**config.mk**
```make
export PLATFORM = sky130hd
export DESIGN_NAME = mdu_divider
export DESIGN_NICKNAME = d
export VERILOG_FILES = /design/src/rtl/mdu_divider.sv
export SDC_FILE = /design/constraint.sdc
export NUM_CORES = 1
export LEC_CHECK = 0
export CAP_MARGIN = 10
export CORE_MARGIN = 5
export CORE_UTILIZATION = 50
export CTS_CLUSTER_SIZE = 20
export DETAILED_ROUTE_END_ITERATION = 8
export PLACE_DENSITY = 0.78
export SLEW_MARGIN = 20
export SYNTH_ARGS = -nofsm -noshare
export SYNTH_HDL_FRONTEND = slang
export SYNTH_SLANG_ARGS = --single-unit
export TNS_END_PERCENT = 1
```
**constraint.sdc**
```tcl
create_clock -name clk -period 12.6 [get_ports clk]
set_input_delay 3.15 -clock clk [delete_from_list [all_inputs] [get_ports clk]]
set_output_delay 3.15 -clock clk [all_outputs]
set_load 0.02 [all_outputs]
```
**src/rtl/mdu_divider.sv**
```systemverilog
// mdu_divider: multi-cycle radix-2 restoring divider for DIV/DIVU.
// Quotient goes to LO, remainder to HI. div_ready tells the hazard unit
// when the E stage may advance. Fixed latency of WIDTH+1 cycles from start.
module mdu_divider #(
    parameter int WIDTH = 32
) (
    input  logic             clk,
    input  logic             resetn,
    input  logic             div_en,
    input  logic             div_signed,
    input  logic [WIDTH-1:0] opa,
    input  logic [WIDTH-1:0] opb,
    input  logic             div_ack,
    input  logic             div_cancel,
    output logic             div_ready,
    output logic [WIDTH-1:0] quotient,
    output logic [WIDTH-1:0] remainder
);

    localparam int CW = $clog2(WIDTH) + 1;

    typedef enum logic [1:0] {IDLE, BUSY, DONE} state_t;

    state_t           r_state;
    state_t           w_state_nxt;
    logic [CW-1:0]    r_cnt;
    logic [WIDTH-1:0] r_rem;
    logic [WIDTH-1:0] r_quo;
    logic [WIDTH-1:0] r_dvs;
    logic             r_neg_q;
    logic             r_neg_r;

    logic             w_a_neg;
    logic             w_b_neg;
    logic [WIDTH-1:0] w_a_mag;
    logic [WIDTH-1:0] w_b_mag;
    logic             w_start;
    logic             w_last;
    logic             w_finish;
    logic [WIDTH:0]   w_sh;
    logic [WIDTH:0]   w_diff;
    logic             w_ge;
    logic [WIDTH-1:0] w_rem_nxt;
    logic [WIDTH-1:0] w_quo_nxt;
    logic [WIDTH-1:0] w_q_fix;
    logic [WIDTH-1:0] w_r_fix;

    // Operand magnitudes; signs only count for DIV.
    assign w_a_neg = div_signed & opa[WIDTH-1];
    assign w_b_neg = div_signed & opb[WIDTH-1];
    assign w_a_mag = w_a_neg ? -opa : opa;
    assign w_b_mag = w_b_neg ? -opb : opb;

    assign w_start  = (r_state == IDLE) & div_en & ~div_cancel;
    assign w_last   = (r_state == BUSY) & (r_cnt == CW'(1));
    assign w_finish = w_last & ~div_cancel;

    // One restoring step: shift the next dividend bit into the partial
    // remainder and keep the trial difference when it did not borrow.
    assign w_sh      = {r_rem, r_quo[WIDTH-1]};
    assign w_diff    = w_sh - {1'b0, r_dvs};
    assign w_ge      = ~w_diff[WIDTH];
    assign w_rem_nxt = w_ge ? w_diff[WIDTH-1:0] : w_sh[WIDTH-1:0];
    assign w_quo_nxt = {r_quo[WIDTH-2:0], w_ge};

    // Quotient negated when signs differ, remainder follows the dividend.
    // Most-negative / -1 falls out naturally: magnitude 2^(W-1) unnegated.
    assign w_q_fix = r_neg_q ? -w_quo_nxt : w_quo_nxt;
    assign w_r_fix = r_neg_r ? -w_rem_nxt : w_rem_nxt;

    assign div_ready = (r_state == DONE);

    // State register.
    always_ff @(posedge clk) begin
        if (!resetn) r_state <= IDLE;
        else         r_state <= w_state_nxt;
    end

    // Next state; cancel wins over ack and over a start.
    always_comb begin
        w_state_nxt = r_state;
        case (r_state)
            IDLE:    if (div_en)  w_state_nxt = BUSY;
            BUSY:    if (w_last)  w_state_nxt = DONE;
            DONE:    if (div_ack) w_state_nxt = IDLE;
            default: w_state_nxt = IDLE;
        endcase
        if (div_cancel) w_state_nxt = IDLE;
    end

    // Datapath: latch operands at start, iterate in BUSY, register results
    // only on the final step so they hold through DONE and IDLE.
    always_ff @(posedge clk) begin
        if (!resetn) begin
            r_cnt     <= '0;
            r_rem     <= '0;
            r_quo     <= '0;
            r_dvs     <= '0;
            r_neg_q   <= 1'b0;
            r_neg_r   <= 1'b0;
            quotient  <= '0;
            remainder <= '0;
        end else if (w_start) begin
            r_cnt   <= CW'(WIDTH);
            r_rem   <= '0;
            r_quo   <= w_a_mag;
            r_dvs   <= w_b_mag;
            r_neg_q <= w_a_neg ^ w_b_neg;
            r_neg_r <= w_a_neg;
        end else if (r_state == BUSY) begin
            r_cnt <= r_cnt - 1'b1;
            r_rem <= w_rem_nxt;
            r_quo <= w_quo_nxt;
            if (w_finish) begin
                quotient  <= w_q_fix;
                remainder <= w_r_fix;
            end
        end
    end

endmodule

```
======== Yosys cells after proc, flatten, opt, wreduce, memory -nomap -nowiden ========
Index checks and enable logic that the tools add are counted.
word-level totals
  word-level logic and storage cells ...... 52
  ROM bits ................................ 0
  register bits after elaboration ......... 170
  output and inout bits ................... 65
  memories kept ........................... 0
  bits in latches ......................... 0
  bits in writable memories ............... 0
  input bits .............................. 70
operators by class
  add/subtract/negate cells ............... 6
  magnitude comparators ................... 0
  muxes and demuxes ....................... 13
  shifts and indexed selects .............. 0
  equal/unequal tests ..................... 6
  divide/modulo/power cells ............... 0
  multiply operators ...................... 0
  reduce and logical (&&, ||, !) cells .... 6
  bitwise gates (word level) .............. 11
operators by type and width
  kind                                                                number
  32-bit 2-to-1 mux                                                   7
  32-bit negation                                                     4
  33-bit by 32-bit subtractor with 33-bit output                      1
  6-bit 2-to-1 mux                                                    2
  1-bit AND                                                           6
  6-bit by 1-bit == test with 1-bit output, second input constant     1
  2-bit 2-to-1 mux                                                    3
  2-bit inequality test, second input constant                        3
  2-bit case mux with 3 select lines                                  1
  3-bit AND reduction                                                 2
  6-bit by 1-bit subtractor with 6-bit output, second input constant  1
  1-bit NOT                                                           4
  2-bit OR reduction                                                  2
  2-bit by 1-bit == test with 1-bit output, second input constant     1
  2-bit == test, second input constant                                1
  2-bit logical NOT                                                   1
  2-bit nonzero test                                                  1
  1-bit bitwise XOR                                                   1

======== Logic depth before layout (Yosys ltp) ========
  depth in word-level cells ............... 5
  gate-level depth with buffers ........... 27
  depth with buffers taken out ............ 23

======== Worst setup path before layout ========
Ideal clock, no wire load.
  kind .................................... input port to flip-flop
  from .................................... input opa[4]
  to ...................................... register r_quo[29]
  library setup time ...................... 0.071 ns
  path buffers ............................ 0
  data arrival time ....................... 5.396 ns
  stages on the path ...................... 11
  path slack .............................. 7.134 ns
  data required time ...................... 12.529 ns
  path through ............................ nor4_1 nor3b_1 and3_1 nand2_1 or4_1 inv_1 nand3_1 o41ai_1 xnor2_1 nand2_1 a21oi_1
on the way
  cells in the longest elaborated chain, start to end .. 3
ends and longest elaborated chain
  what                  RTL line  text
  start, declared       11        input logic [WIDTH-1:0] opa,
  32-bit negation       51        assign w_a_mag = w_a_neg ? -opa : opa;
  32-bit 2-to-1 mux     51
  32-bit 2-to-1 mux     103       end else if (w_start) begin
  end signal, assigned  106       r_quo <= w_a_mag;
  end signal, assigned  113       r_quo <= w_quo_nxt;
  end, declared         28        logic [WIDTH-1:0] r_quo;
Every way passes these cells.
A chain may end at the register's enable or synchronous reset.

======== Final worst setup path ========
  from .................................... input opa[4]
  to ...................................... register r_quo[30]
The elaborated chain is that of the path after synthesis.

==> impl_metrics.csv <==
group,metric,value,unit
run_status,status,"finished, final reports clean",
global_routing,grt_pass1_vias,10800,
worst_hold_path,min_path_type,"flop to flop",
floorplan,die_x,161,um
cts,post_cts_buffers,0,
finish,final_cell_mix,"186 x nand2_1, 171 x nor2_1, 169 x dfxtp_1, 134 x clkdlybuf4s50_1, 128 x a21oi_1",
place,gp_congestion,0.951,
worst_setup_path,reg2reg_slack,6.63,ns
synth,synth_seq_cells,170,
timing,layout_setup_ws,6.62,ns
timing,worstMarginPinSlew,0.945,ns
pwr,design_power_total,1.75,mW
cts,cts_tree,"yes",
drt,drt-initial-drc-count,904,
global_routing,antenna_found_initial,0,
finish,multiInputGateArea,7460,um2
cts,cts_resized,0,
worst_setup_path,path_class,"input port to flop",
worst_setup_path,start_kind,"input port",
timing,setup_viol,0,
timing,fin_crit,5.98,ns
synth,synth_area,11500,um2
timing,fin_tns_setup,0,ns
pwr,comb_power_share,0.352,
pwr,ir_worst_vdd,100,uV
drt,viasPerCell,6.09,
drt,routed_wl,33600,um
finish,fin_area,13500,um2
worst_setup_path,path_cells,"clkdlybuf4s50_1 > nor4_1 > nor3b_1 > and3_1 > nand2_1 > nor4_1 > and3_1 > a21oi_1 > xor2_1 > nand2_1 > a21oi_1",
floorplan,num_rows,55,
pwr,switching_share,0.393,
cts,clk_pin_slew,0.07,ns
pwr,leakagePower,4.84,nW
global_routing,grt_pass1_wl,55000,um
finish,fin_nets,1705,
finish,fillCellCount,2100,
global_routing,grt_start_max_net_pins,90,
drt,drc,0,
pwr,power_density,130,nW/um2
worst_setup_path,r2r-start,"r_quo[31]$_SDFFE_PN0P_",
finish,drive_above_1_share,0.0528,
finish,num_antenna_cells,0,
place,port_buffers,134,
timing,rsz0062_at_grt,"false",
cts,htree_levels,4,
worst_setup_path,worst_r2r_path_depth,23,
cts,clockBufferDepth,2,
timing,slew_headroom,0.370,
finish,syn2layout_area_growth,18.0,%
finish,register_area,3400,um2
synth,synth-main-ff-cell,"dfxtp_1",
worst_setup_path,cp_slowest_cell,"nor4_1",
cts,cts_sinks,170,
place,place_hpwl,25000,um
global_routing,grt_usage,0.253,
timing,period_share,0.475,
cts,cts_root_buffer,"clkbuf_16",
worst_setup_path,r2r-end,"remainder[28]$_SDFFE_PN0P_",
run,max_cap_violations,0,
place,pre_cts_ws,6.27,ns
pwr,pwr-share-seq,0.333,
timing,skew,0.0185,ns
drt,ant_nets,0,
finish,instances_no_fill,1894,
synth,synthesis.nets,1631,
synth,ys_seq_area_frac,0.297,
floorplan,core_area,22600,um2
worst_setup_path,arrival,6.27,ns
worst_hold_path,whs_endpoint,"remainder[3]$_SDFFE_PN0P_",
synth,synth_cell_type_count,75,
finish,final_common_cell,"nand2_1",
worst_setup_path,worstPathRequired,12.89,ns
place,placed_cells,1862,
synth,avgSynthCellArea,7.53,um2
floorplan,io_pins,135,
place,place_area,12900,um2
synth,ys_warn_count,0,
timing,slew_viol_final,0,
floorplan,die-area,26000,um2
drt,drtPass1Iterations,7,
worst_hold_path,min_path_cells,2,
timing,final-hold-violation-count,0,
cts,cts_buffers,17,
pwr,power.share.clock,0.315,
floorplan,die_h,161,um
pwr,p_int,1.06,mW
floorplan,start_util,0.508,
worst_setup_path,crit_fanout,5,
synth,synth-edff-count,0,
timing,maxClockFrequency,0.167,GHz
timing,whs,0.457,ns
worst_setup_path,critical_path.endpoint_type,"flop",
drt,post_drt_wl_per_cell,17.8,um
pwr,p_sw,0.688,mW
drt,num_vias,11500,
synth,synthCells,1522,
finish,utilization,0.599,
cts,cts_hold_buf,0,
worst_hold_path,min_from,"remainder[3]$_SDFFE_PN0P_",
worst_setup_path,slowest_delay,0.68,ns
cts,clock_latency,0.45,ns
global_routing,gr-total-overflow,0,
synth,synthArstFlopShare,0,
## cell families after synthesis
group | Yosys count | synth area share
and+or+nand+nor | 547 | 0.218
AOI/OAI and AO/OA | 452 | 0.260
DFF | 170 | 0.297
buffers and inverters | 153 | 0.0537
xor gates and xnor gates | 129 | 0.0986
adders and majority gates | 39 | 0.0432
muxes | 32 | 0.0292
## state kept, by name, indices dropped and copies added (netlist names)
register   count
quotient      32
remainder     32
r_cnt          6
r_dvs         32
r_neg_q        1
r_state        2
r_neg_r        1
r_quo         32
r_rem         32
## how the worst max path moves through the flow
stage / cells past startpoint / from / end
6_report: 11 / opa[4] / r_quo[30]$_SDFFE_PN0P_
5_1_grt: 23 / r_quo[31]$_SDFFE_PN0P_ / remainder[28]$_SDFFE_PN0P_
4_1_cts: 12 / opa[4] / r_quo[29]$_SDFFE_PN0P_
3_5_place_dp: 11 / opa[4] / r_quo[30]$_SDFFE_PN0P_
3_3_place_gp: 12 / opa[4] / r_quo[29]$_SDFFE_PN0P_
2_1_floorplan: 11 / opa[4] / r_quo[29]$_SDFFE_PN0P_
## cells in the mapped netlist, types with 23 or more instances
library cell / n / share of area
a211oi_1: 86 / 0.056
a21oi_1: 128 / 0.056
a22oi_1: 32 / 0.021
clkbuf_1: 67 / 0.022
dfxtp_1: 170 / 0.30
ha_1: 38 / 0.041
inv_1: 62 / 0.020
mux2i_1: 23 / 0.020
nand2_1: 186 / 0.061
nand3_1: 35 / 0.015
nor2_1: 172 / 0.056
nor3_1: 33 / 0.014
o21ai_0: 76 / 0.033
or3_1: 23 / 0.013
xnor2_1: 52 / 0.040
xor2_1: 77 / 0.059
## routing by layer
layer | share of wire | vias up | global-route usage | wire length, um
li1 | - | 5648 | - | -
met1 | 0.45 | 5455 | 0.340 | 15100
met3 | 0.056 | 69 | 0.0357 | 1890
met5 | 0 | - | 0 | 0
met4 | 0.029 | 0 | 0.0931 | 973
met2 | 0.47 | 365 | 0.413 | 15700
## cell type report
| class | instances | share of cell area |
|---|---|---|
| multi-input combinational | 1199 | 0.552 |
| sequential | 170 | 0.252 |
| timing repair buffer | 146 | 0.106 |
| clock buffer | 17 | 0.0315 |
| tap | 285 | 0.0264 |
| inverter | 62 | 0.0173 |
| clock inverter | 15 | 0.0156 |
## worst max-delay path, delay by kind of cell
kind / cells / cell delay, ns
xor gates and xnor gates: 1 / 0.17
AOI/OAI and AO/OA: 2 / 0.16
and+or+nand+nor: 7 / 2.31
buffers and inverters: 1 / 0.47
## power groups by stage
stage                     Clock, mW  Sequential, mW  Combinational [mW]
final                         0.553           0.583               0.617
after global routing          0.585           0.586               0.678
after CTS                     0.559           0.583               0.607
after detailed placement          0           0.595               0.603
after global placement            0           0.594               0.595
after floorplan                   0           0.587               0.454
(Power assumes the default switching activity.)
